`src/rtl/sdram_pattern_tester.sv`:
```
// sdram_pattern_tester: Avalon-MM master that fills a word range of SDRAM with a
// 16-bit Galois LFSR pattern, reads it back with up to MAX_PENDING pipelined reads,
// and counts mismatches. Status is shown on busy/done/pass/err_count and on ledr.
// Optional feature macro SDRAM_TESTER_ERR_CAPTURE_EN adds first_err_addr and
// first_err_data, backed by a FIFO of issued read addresses.
module sdram_pattern_tester #(
  parameter int          ADDR_W      = 25,
  parameter int          BASE_WORD   = 0,
  parameter int          NUM_WORDS   = 1024,
  parameter logic [15:0] SEED        = 16'hACE1,
  parameter int          MAX_PENDING = 8,
  parameter int          BLINK_DIV   = 25000000
) (
  input  logic              ref_clk,
  input  logic              fpga_reset_n,
  input  logic              start,
  output logic [ADDR_W-1:0] avm_address,
  output logic              avm_write,
  output logic [15:0]       avm_writedata,
  output logic [1:0]        avm_byteenable,
  output logic              avm_read,
  input  logic [15:0]       avm_readdata,
  input  logic              avm_readdatavalid,
  input  logic              avm_waitrequest,
  output logic              busy,
  output logic              done,
  output logic              pass,
  output logic [15:0]       err_count,
  output logic              ledr
`ifdef SDRAM_TESTER_ERR_CAPTURE_EN
  ,
  output logic [ADDR_W-1:0] first_err_addr,
  output logic [15:0]       first_err_data
`endif
);

  localparam int                PEND_W    = $clog2(MAX_PENDING) + 1;
  localparam logic [PEND_W-1:0] PEND_MAX  = PEND_W'(MAX_PENDING);
  localparam logic [PEND_W-1:0] PEND_ONE  = PEND_W'(1);
  localparam logic [PEND_W-1:0] PEND_ZERO = PEND_W'(0);
  localparam logic [25:0]       LAST_WORD = 26'(NUM_WORDS - 1);
  localparam logic [ADDR_W-1:0] BASE_ADDR = ADDR_W'(BASE_WORD);
  localparam logic [ADDR_W-1:0] ADDR_ONE  = ADDR_W'(1);
  localparam int                FAST_DIV  = ((BLINK_DIV / 4) > 0) ? (BLINK_DIV / 4) : 1;
  localparam logic [31:0]       SLOW_LIM  = 32'(BLINK_DIV - 1);
  localparam logic [31:0]       FAST_LIM  = 32'(FAST_DIV - 1);

  typedef enum logic [2:0] {S_IDLE, S_WRITE, S_READ, S_DRAIN, S_DONE} state_t;

  // One Galois step, polynomial x^16+x^14+x^13+x^11+1 (feedback mask 16'hB400).
  function automatic logic [15:0] lfsr_step(input logic [15:0] v);
    lfsr_step = {1'b0, v[15:1]} ^ ({16{v[0]}} & 16'hB400);
  endfunction

  state_t              state_r, state_s;
  logic [ADDR_W-1:0]   addr_r;
  logic [15:0]         wr_lfsr_r, exp_lfsr_r, err_r, err_s;
  logic [25:0]         word_cnt_r;
  logic [PEND_W-1:0]   pend_r, pend_s;
  logic                write_r, read_r, busy_r, done_r, pass_r, led_r;
  logic [31:0]         blink_r;
  logic                start_go_s, wr_acc_s, rd_acc_s, rdv_s, last_s, mismatch_s;

  // Handshake strobes, pending-count update and saturating error count.
  always_comb begin
    start_go_s = start && ((state_r == S_IDLE) || (state_r == S_DONE));
    wr_acc_s   = write_r && !avm_waitrequest;
    rd_acc_s   = read_r && !avm_waitrequest;
    rdv_s      = avm_readdatavalid && ((state_r == S_READ) || (state_r == S_DRAIN));
    last_s     = (word_cnt_r == LAST_WORD);
    mismatch_s = rdv_s && (avm_readdata != exp_lfsr_r);
    pend_s     = pend_r;
    err_s      = err_r;
    if (rd_acc_s && !rdv_s) begin
      pend_s = pend_r + PEND_ONE;
    end else if (!rd_acc_s && rdv_s && (pend_r != PEND_ZERO)) begin
      pend_s = pend_r - PEND_ONE;
    end else begin
      pend_s = pend_r;
    end
    if (mismatch_s && (err_r != 16'hFFFF)) begin
      err_s = err_r + 16'h0001;
    end else begin
      err_s = err_r;
    end
  end

  // Next-state logic of the run sequencer.
  always_comb begin
    state_s = state_r;
    case (state_r)
      S_IDLE, S_DONE: if (start) state_s = S_WRITE; else state_s = state_r;
      S_WRITE:        if (wr_acc_s && last_s) state_s = S_READ; else state_s = S_WRITE;
      S_READ:         if (rd_acc_s && last_s) state_s = S_DRAIN; else state_s = S_READ;
      S_DRAIN:        if (pend_r == PEND_ZERO) state_s = S_DONE; else state_s = S_DRAIN;
      default:        state_s = S_IDLE;
    endcase
  end

  // State register.
  always_ff @(posedge ref_clk or negedge fpga_reset_n) begin
    if (!fpga_reset_n) state_r <= S_IDLE;
    else               state_r <= state_s;
  end

  // Request generation, address/data sequencing, comparison and status.
  always_ff @(posedge ref_clk or negedge fpga_reset_n) begin
    if (!fpga_reset_n) begin
      addr_r     <= {ADDR_W{1'b0}};
      wr_lfsr_r  <= 16'h0000;
      exp_lfsr_r <= 16'h0000;
      word_cnt_r <= 26'd0;
      pend_r     <= PEND_ZERO;
      err_r      <= 16'h0000;
      write_r    <= 1'b0;
      read_r     <= 1'b0;
      busy_r     <= 1'b0;
      done_r     <= 1'b0;
      pass_r     <= 1'b0;
    end else if (start_go_s) begin
      addr_r     <= BASE_ADDR;
      wr_lfsr_r  <= SEED;
      exp_lfsr_r <= SEED;
      word_cnt_r <= 26'd0;
      pend_r     <= PEND_ZERO;
      err_r      <= 16'h0000;
      write_r    <= 1'b1;
      read_r     <= 1'b0;
      busy_r     <= 1'b1;
      done_r     <= 1'b0;
      pass_r     <= 1'b0;
    end else begin
      pend_r <= pend_s;
      err_r  <= err_s;
      if (rdv_s) exp_lfsr_r <= lfsr_step(exp_lfsr_r);
      case (state_r)
        S_WRITE: begin
          if (wr_acc_s) begin
            wr_lfsr_r <= lfsr_step(wr_lfsr_r);
            if (last_s) begin
              // Go straight to reading: the first read is requested next cycle.
              addr_r     <= BASE_ADDR;
              word_cnt_r <= 26'd0;
              write_r    <= 1'b0;
              read_r     <= 1'b1;
            end else begin
              addr_r     <= addr_r + ADDR_ONE;
              word_cnt_r <= word_cnt_r + 26'd1;
            end
          end
        end
        S_READ: begin
          // Throttle on the count we will have next cycle so pending never exceeds the limit.
          read_r <= (state_s == S_READ) && (pend_s < PEND_MAX);
          if (rd_acc_s && !last_s) begin
            addr_r     <= addr_r + ADDR_ONE;
            word_cnt_r <= word_cnt_r + 26'd1;
          end
        end
        S_DRAIN: begin
          if (pend_r == PEND_ZERO) begin
            busy_r <= 1'b0;
            done_r <= 1'b1;
            pass_r <= (err_r == 16'h0000);
          end
        end
        default: begin
        end
      endcase
    end
  end

  // Status LED: slow blink while busy, solid on pass, fast blink on failure.
  always_ff @(posedge ref_clk or negedge fpga_reset_n) begin
    if (!fpga_reset_n) begin
      led_r   <= 1'b0;
      blink_r <= 32'd0;
    end else if (start_go_s) begin
      led_r   <= 1'b0;
      blink_r <= 32'd0;
    end else if (busy_r) begin
      if (blink_r >= SLOW_LIM) begin
        blink_r <= 32'd0;
        led_r   <= ~led_r;
      end else begin
        blink_r <= blink_r + 32'd1;
      end
    end else if (done_r && pass_r) begin
      led_r   <= 1'b1;
      blink_r <= 32'd0;
    end else if (done_r) begin
      if (blink_r >= FAST_LIM) begin
        blink_r <= 32'd0;
        led_r   <= ~led_r;
      end else begin
        blink_r <= blink_r + 32'd1;
      end
    end else begin
      led_r   <= 1'b0;
      blink_r <= 32'd0;
    end
  end

`ifdef SDRAM_TESTER_ERR_CAPTURE_EN
  localparam int               PTR_W   = $clog2(MAX_PENDING);
  localparam logic [PTR_W-1:0] PTR_ONE = PTR_W'(1);

  logic [ADDR_W-1:0] fifo_mem_r [MAX_PENDING];
  logic [PTR_W-1:0]  fifo_wp_r, fifo_rp_r;
  logic [ADDR_W-1:0] ferr_addr_r;
  logic [15:0]       ferr_data_r;

  // Address of each accepted read, consumed in order as its data returns.
  always_ff @(posedge ref_clk) begin
    if (rd_acc_s) fifo_mem_r[fifo_wp_r] <= avm_address;
  end

  // FIFO pointers and capture of the first mismatch of a run.
  always_ff @(posedge ref_clk or negedge fpga_reset_n) begin
    if (!fpga_reset_n) begin
      fifo_wp_r   <= {PTR_W{1'b0}};
      fifo_rp_r   <= {PTR_W{1'b0}};
      ferr_addr_r <= {ADDR_W{1'b0}};
      ferr_data_r <= 16'h0000;
    end else if (start_go_s) begin
      fifo_wp_r   <= {PTR_W{1'b0}};
      fifo_rp_r   <= {PTR_W{1'b0}};
      ferr_addr_r <= {ADDR_W{1'b0}};
      ferr_data_r <= 16'h0000;
    end else begin
      if (rd_acc_s) fifo_wp_r <= fifo_wp_r + PTR_ONE;
      if (rdv_s && (pend_r != PEND_ZERO)) fifo_rp_r <= fifo_rp_r + PTR_ONE;
      if (mismatch_s && (err_r == 16'h0000)) begin
        ferr_addr_r <= fifo_mem_r[fifo_rp_r];
        ferr_data_r <= avm_readdata;
      end
    end
  end

  assign first_err_addr = ferr_addr_r;
  assign first_err_data = ferr_data_r;
`endif

  assign avm_address    = addr_r;
  assign avm_write      = write_r;
  assign avm_writedata  = wr_lfsr_r;
  assign avm_byteenable = 2'b11;
  assign avm_read       = read_r;
  assign busy           = busy_r;
  assign done           = done_r;
  assign pass           = pass_r;
  assign err_count      = err_r;
  assign ledr           = led_r;

endmodule

```
`config.mk`:
```
export PLATFORM = sky130hd
export DESIGN_NAME = sdram_pattern_tester
export DESIGN_NICKNAME = d
export VERILOG_FILES = /design/src/rtl/sdram_pattern_tester.sv
export SDC_FILE = /design/constraint.sdc
export NUM_CORES = 1
export LEC_CHECK = 0
export BUFFER_PORTS_ARGS = -buffer_cell sky130_fd_sc_hd__buf_2
export CAP_MARGIN = 30
export CORE_MARGIN = 2
export CORE_UTILIZATION = 50
export CTS_CLUSTER_SIZE = 40
export DETAILED_ROUTE_END_ITERATION = 6
export PLACE_DENSITY = 0.7
export SLEW_MARGIN = 20
export SYNTH_ARGS = -nofsm -noshare
export SYNTH_HDL_FRONTEND = slang
export SYNTH_SLANG_ARGS = --single-unit
```
`constraint.sdc`:
```
create_clock -name ref_clk -period 4.67 [get_ports ref_clk]
set_input_delay 0.7005 -clock ref_clk [delete_from_list [all_inputs] [get_ports ref_clk]]
set_output_delay 0.7005 -clock ref_clk [all_outputs]
set_load 0.1 [all_outputs]
```
## Yosys cells after proc, flatten, opt, wreduce, memory -nomap -nowiden

Cells that the tools add are included.

| word-level totals | value |
|---|---|
| register bits after elaboration | 144 |
| bits in latches | 0 |
| memory bits (writable) | 0 |
| memory bits (read-only) | 0 |
| input bits | 21 |
| output and inout bits | 65 |
| logic and storage cells | 132 |
| memories | 0 |

| cells by class | value |
|---|---|
| $add $sub $neg | 6 |
| multiply operators | 0 |
| div/mod/pow operators | 0 |
| $lt $le $gt $ge | 3 |
| equal/unequal tests | 13 |
| shift-type cells | 0 |
| muxes and demuxes | 54 |
| bitwise gates (word level) | 3 |
| reductions and logical operators | 39 |

Operators with widths:

| cell | number |
|---|---|
| two-way mux 32 bit | 6 |
| two-way mux 16 bit | 7 |
| two-way mux 26 bit | 4 |
| two-way mux 25 bit | 4 |
| case mux 26 bit (2 select lines) | 1 |
| case mux 25 bit (2 select lines) | 1 |
| adder 32 x 1 -> 32 bit (second input constant) | 1 |
| >= comparator 32 x 23 -> 1 bit (second input constant) | 1 |
| >= comparator 32 x 25 -> 1 bit (second input constant) | 1 |
| XOR 15 x 16 -> 16 bit | 2 |
| adder 26 x 1 -> 26 bit (second input constant) | 1 |
| == test 26 x 10 -> 1 bit (second input constant) | 1 |
| adder 25 x 1 -> 25 bit (second input constant) | 1 |
| two-way mux 1 bit | 23 |
| adder 16 x 1 -> 16 bit (second input constant) | 1 |
| logical NOT 16 bit | 1 |
| inequality test 16 bit | 1 |
| inequality test 16 bit (second input constant) | 1 |
| logical AND 1 bit | 14 |
| nonzero test 2 bit | 7 |
| two-way mux 4 bit | 3 |
| case mux 3 bit (4 select lines) | 1 |
| == test 3 x 2 -> 1 bit (second input constant) | 3 |
| AND reduction 3 bit | 3 |
| other kinds (21) | 29 |

## Depth between registers and ports, before layout

| depth | value |
|---|---|
| depth after elaboration | 11 |
| mapped depth | 9 |
| depth with buffers taken out | 8 |

## Worst setup path after synthesis

Ideal clock, no wire load.

| timing path | value |
|---|---|
| kind | register to register |
| start point | register err_r[4], in the netlist err_count[4] |
| end point | register err_r[1], in the netlist err_count[1] |
| library setup time | 125 ps |
| arrival | 2,556 ps |
| data required time | 4,545 ps |
| setup slack | 1,989 ps |
| cell stages (with the launch flop) | 7 |
| path buffers | 0 |
| period minus slack after synthesis | 2,681 ps |
| cells stage by stage | dfrtp_1 -> and4_1 -> nand4_1 -> nor3_1 -> nor2_1 -> nand2_1 -> mux2_2 |

| on the way | value |
|---|---|
| word-level cells in the longest chain between the ends | 3 |

RTL lines:

| element | line | text |
|---|---|---|
| start: declaration | 57 | `logic [15:0] wr_lfsr_r, exp_lfsr_r, err_r, err_s;` |
| start signal: assignment | 134 | `err_r <= err_s;` |
| inequality test 16 bit | 81 | `if (mismatch_s && (err_r != 16'hFFFF)) begin` |
| logical AND 1 bit | 81 |  |
| nonzero test 2 bit (no line) | n/a |  |

No other way between the ends.
A chain may end at the register's enable or synchronous reset.

## Worst setup path in the final report

| timing path | value |
|---|---|
| start point | register word_cnt_r[20] |
| end point | register word_cnt_r[19] |

| on the way | value |
|---|---|
| word-level cells in the longest chain between the ends | 5 |
| elaborated cells on any way between the ends | 9 |
| those cells by class | eq/ne (2); mux (4); reduce/logical (3) |

RTL lines:

| element | line | text |
|---|---|---|
| start: declaration | 58 | `logic [25:0] word_cnt_r;` |
| start signal: assignment | 148 | `word_cnt_r <= word_cnt_r + 26'd1;` |
| start signal: assignment | 157 | `word_cnt_r <= word_cnt_r + 26'd1;` |
| == test 26 x 10 -> 1 bit * | 70 | `last_s = (word_cnt_r == LAST_WORD);` |
| two-way mux 26 bit / logical NOT 1 bit (equally long branches) | 140, 155 |  |
| two-way mux 26 bit / logical AND 1 bit (equally long branches) | 138, 155 |  |
| case mux 26 bit (2 select lines) / inequality test 3 x 2 -> 1 bit (equally long branches) | n/a |  |
| two-way mux 26 bit / AND reduction 3 bit (equally long branches) | n/a |  |

Every way passes the cells marked *; elsewhere a longest branch is shown, timed or not. The select of a mux whose other input is x is not followed.

==> results.cfg <==
[power_and_ir_drop]
intPower_w = 0.002544
combPwrFrac_pct = 30.0
pwr-share-clk_pct = 33.2
leakagePower_nw = 3.812
p_switching_w = 0.001763
swShare_pct = 40.94
power_frac_seq_pct = 36.8
vdd_drop_max_v = 0.0005347
power.density_mw_per_mm2 = 492.8

[cts]
clkLatencyLatePin_ns = 0.43
tritoncts = built
hold_buffers = 0
clock-sinks = 144
cts_resized = 0
cts-htree-levels = 4
root_buffer = clkbuf_16
postCtsSetupBuffers = 0
clk_path_buf_depth = 2
cts_buffers = 17
clk_pin_slew_ns = 0.06

[timing]
drv_slew = 0
fmax_mhz = 328.0
rsz0062_at_grt = no
setup-violations-final = 0
finalHoldViolations = 0
finalSetupTns_ns = 0
worst_slew_pin_slew_ns = 0.8941
relSlewSlack_pct = 39.90
finalCritPeriodShare_pct = 65.29
min_period_ns = 3.049
setup_slack_ns = 1.621
fin_skew_ns = 0.01250

[setup_path]
max_stage_delay_ns = 0.51
path_buf_inv = 1
cp_max_fo = 32
start_kind = flip-flop
cp_cell_sequence = nor4_1 > nand4_2 > o21a_2 > nor2_4 > nor2b_2 > buf_4 > a2111oi_2
cp_top_family = simple AND/OR/NAND/NOR gates
cp.arrival_ns = 3.36
end_kind = flip-flop
critical_path_class = flip-flop to flip-flop
required_ns = 4.98
crit_slowest_cell = nor2_4

[layout]
area_delta_synth_final_pct = 16.32
fillers = 1240
nets = 900
layout-drive-gt1-share_pct = 17.97

[place]
dp_hpwl_mm = 12.03
place_ws_ns = 1.659
gp_congestion = 0.8713
io_buffers = 83

[die]
dieArea_sq_mm = 0.01603
rows = 44
coreArea_sq_mm = 0.01459
fp.dieW_um = 126.6
die_h_um = 126.6
initial_core_util_pct = 51.51
num_io_pins = 86

[logic_synthesis]
synth_flop_cell = dfrtp_1
synth-seq-cells = 144
yosys.area.top_type = dfrtp_1
synth.most_common_cell = dfrtp_1
synth_cell_types = 70
syn-cell-area_sq_mm = 0.007515
synth_top_area_share_pct = 47.95
synthCells = 784
syn-mean-instance-area_sq_um = 9.585
synth_edf_count = 0
ys_warn_count = 0
ys_seq_area_share_pct = 47.95
async_reset_ff_share_pct = 100.0
synthTopCellsByCount = 144 x dfrtp_1, 95 x nor2_1, 87 x nand2_1
synthTopCellsByArea = dfrtp_1 48%, xnor2_1 6.3%, nor2_1 4.7%, nand2_1 4.3%, nand3_1 2.9%

[global_route]
grt_pass1_vias = 6059
grt-ovfl-total = 0
track_usage_pct = 22.40
grt_pass1_wl_mm = 29.17
grt_max_degree = 68
antenna_found_initial = 1

[drt]
dr.pass1.iters = 5
drt_wl_total_mm = 17.42
drtIter0Drc = 492
final_antenna_net_count = 0
post_drt_wl_per_cell_um = 16.28
route.detailed.drc = 0
dr_total_vias = 6264
routed_via_density = 5.854

[run_status]
status = finished clean

[min_path]
hp-class = input pin to asynchronous set/reset pin

[run]
max_cap_viol_count = 0
==> area by class of cell <==
type,instances,area (sq um),area share (%)
multi-input combinational,601,3706,42.40
sequential,144,3603,41.23
timing repair buffer,93,521.8,5.969
antenna,1,2.502,0.02863
tap,184,230.2,2.634
clock buffer,19,432.9,4.953
inverter,15,56.30,0.6441
clock inverter,13,187.7,2.147
==> layout by cell type, fill, tap and decap left out, types with 5 or more instances in the layout <==
cell	synthesis	routed
ha_1	7	7
mux2i_1	8	8
o21ai_0	40	40
dfrtp_1	144	144
o22a_1	10	10
a211oi_1	11	11
inv_1	15	15
and4_1	6	6
xor2_1	18	18
conb_1	2	9
nand4_1	18	18
buf_4	9	7
nand3_1	43	43
o31ai_1	6	6
clkbuf_16	0	17
a2111oi_2	7	7
nor3b_1	7	7
or3_1	12	12
nor2_1	95	95
nand2_1	87	87
and3_1	15	15
buf_2	4	83
a21oi_1	41	41
nor3_1	18	18
nor4_1	12	12
a31oi_1	5	5
and2_1	6	6
xnor2_1	54	54
==> state kept, by name, summed over array words and instances (netlist names), 3 cells and up <==
signal	cells
blink_r	32
word_cnt_r	26
avm_address	25
avm_writedata	16
err_count	16
exp_lfsr_r	16
pend_r	4
state_r	3
==> per-stage QoR <==
step	utilization, %	hold slack, ns	std cells	cell area [sq um]	total power, W
after global placement	55.32	0.4651	1034	8070	0.002863
after global routing	59.91	0.2477	1070	8741	0.004484
final	59.91	0.2150	1070	8741	0.004307
after floorplan	-	0.4049	791	7541	0.002626
after CTS	59.79	0.2120	1068	8723	0.004343
after detailed placement	55.54	0.4746	1036	8103	0.002900
==> cells by family after synthesis <==
family	after synthesis	share of synthesized area, %
compound gates	149	13.94
xor+xnor	72	8.392
fa+ha+maj	7	1.165
buf+inv	46	3.113
flops	144	47.95
mux	10	1.365
other cells	2	0.09994
simple gates	354	23.98
==> worst paths after layout <==
| path | startpoint | to | slack [ns] | cells past startpoint |
|---|---|---|---|---|
| max reg2reg | word_cnt_r[20] | word_cnt_r[19] | 1.62 | 7 |
| min | fpga_reset_n | blink_r[4] | 0.22 | 1 |
| max in group asynchronous | fpga_reset_n | avm_read | 3.69 | 2 |
| min reg2reg | word_cnt_r[6] | word_cnt_r[6] | 0.48 | 1 |
| min in group ref_clk | word_cnt_r[6] | word_cnt_r[6] | 0.48 | 1 |
| max | word_cnt_r[20] | word_cnt_r[19] | 1.62 | 7 |
==> per-layer routing <==
metal  vias up  global-route usage [%]  part of all wire (%)  wire [um]
met2       220                   35.80                    48       8354
met1      3059                   30.12                    44       7738
met3        31                   4.471                   5.4        947
met4         0                   9.050                   2.2        380
li1       2954                       -                     -          -
met5         -                       0                     0          0
==> power groups by stage <==
| stage | Combinational [W] | Clock [W] | Sequential, W |
|---|---|---|---|
| after floorplan | 0.000336 | 0 | 0.00229 |
| after global placement | 0.00127 | 0 | 0.00159 |
| after detailed placement | 0.00130 | 0 | 0.00160 |
| after CTS | 0.00130 | 0.00146 | 0.00158 |
| after global routing | 0.00136 | 0.00151 | 0.00161 |
| final | 0.00129 | 0.00143 | 0.00159 |
No activity file was read; power rests on OpenSTA's default activity.
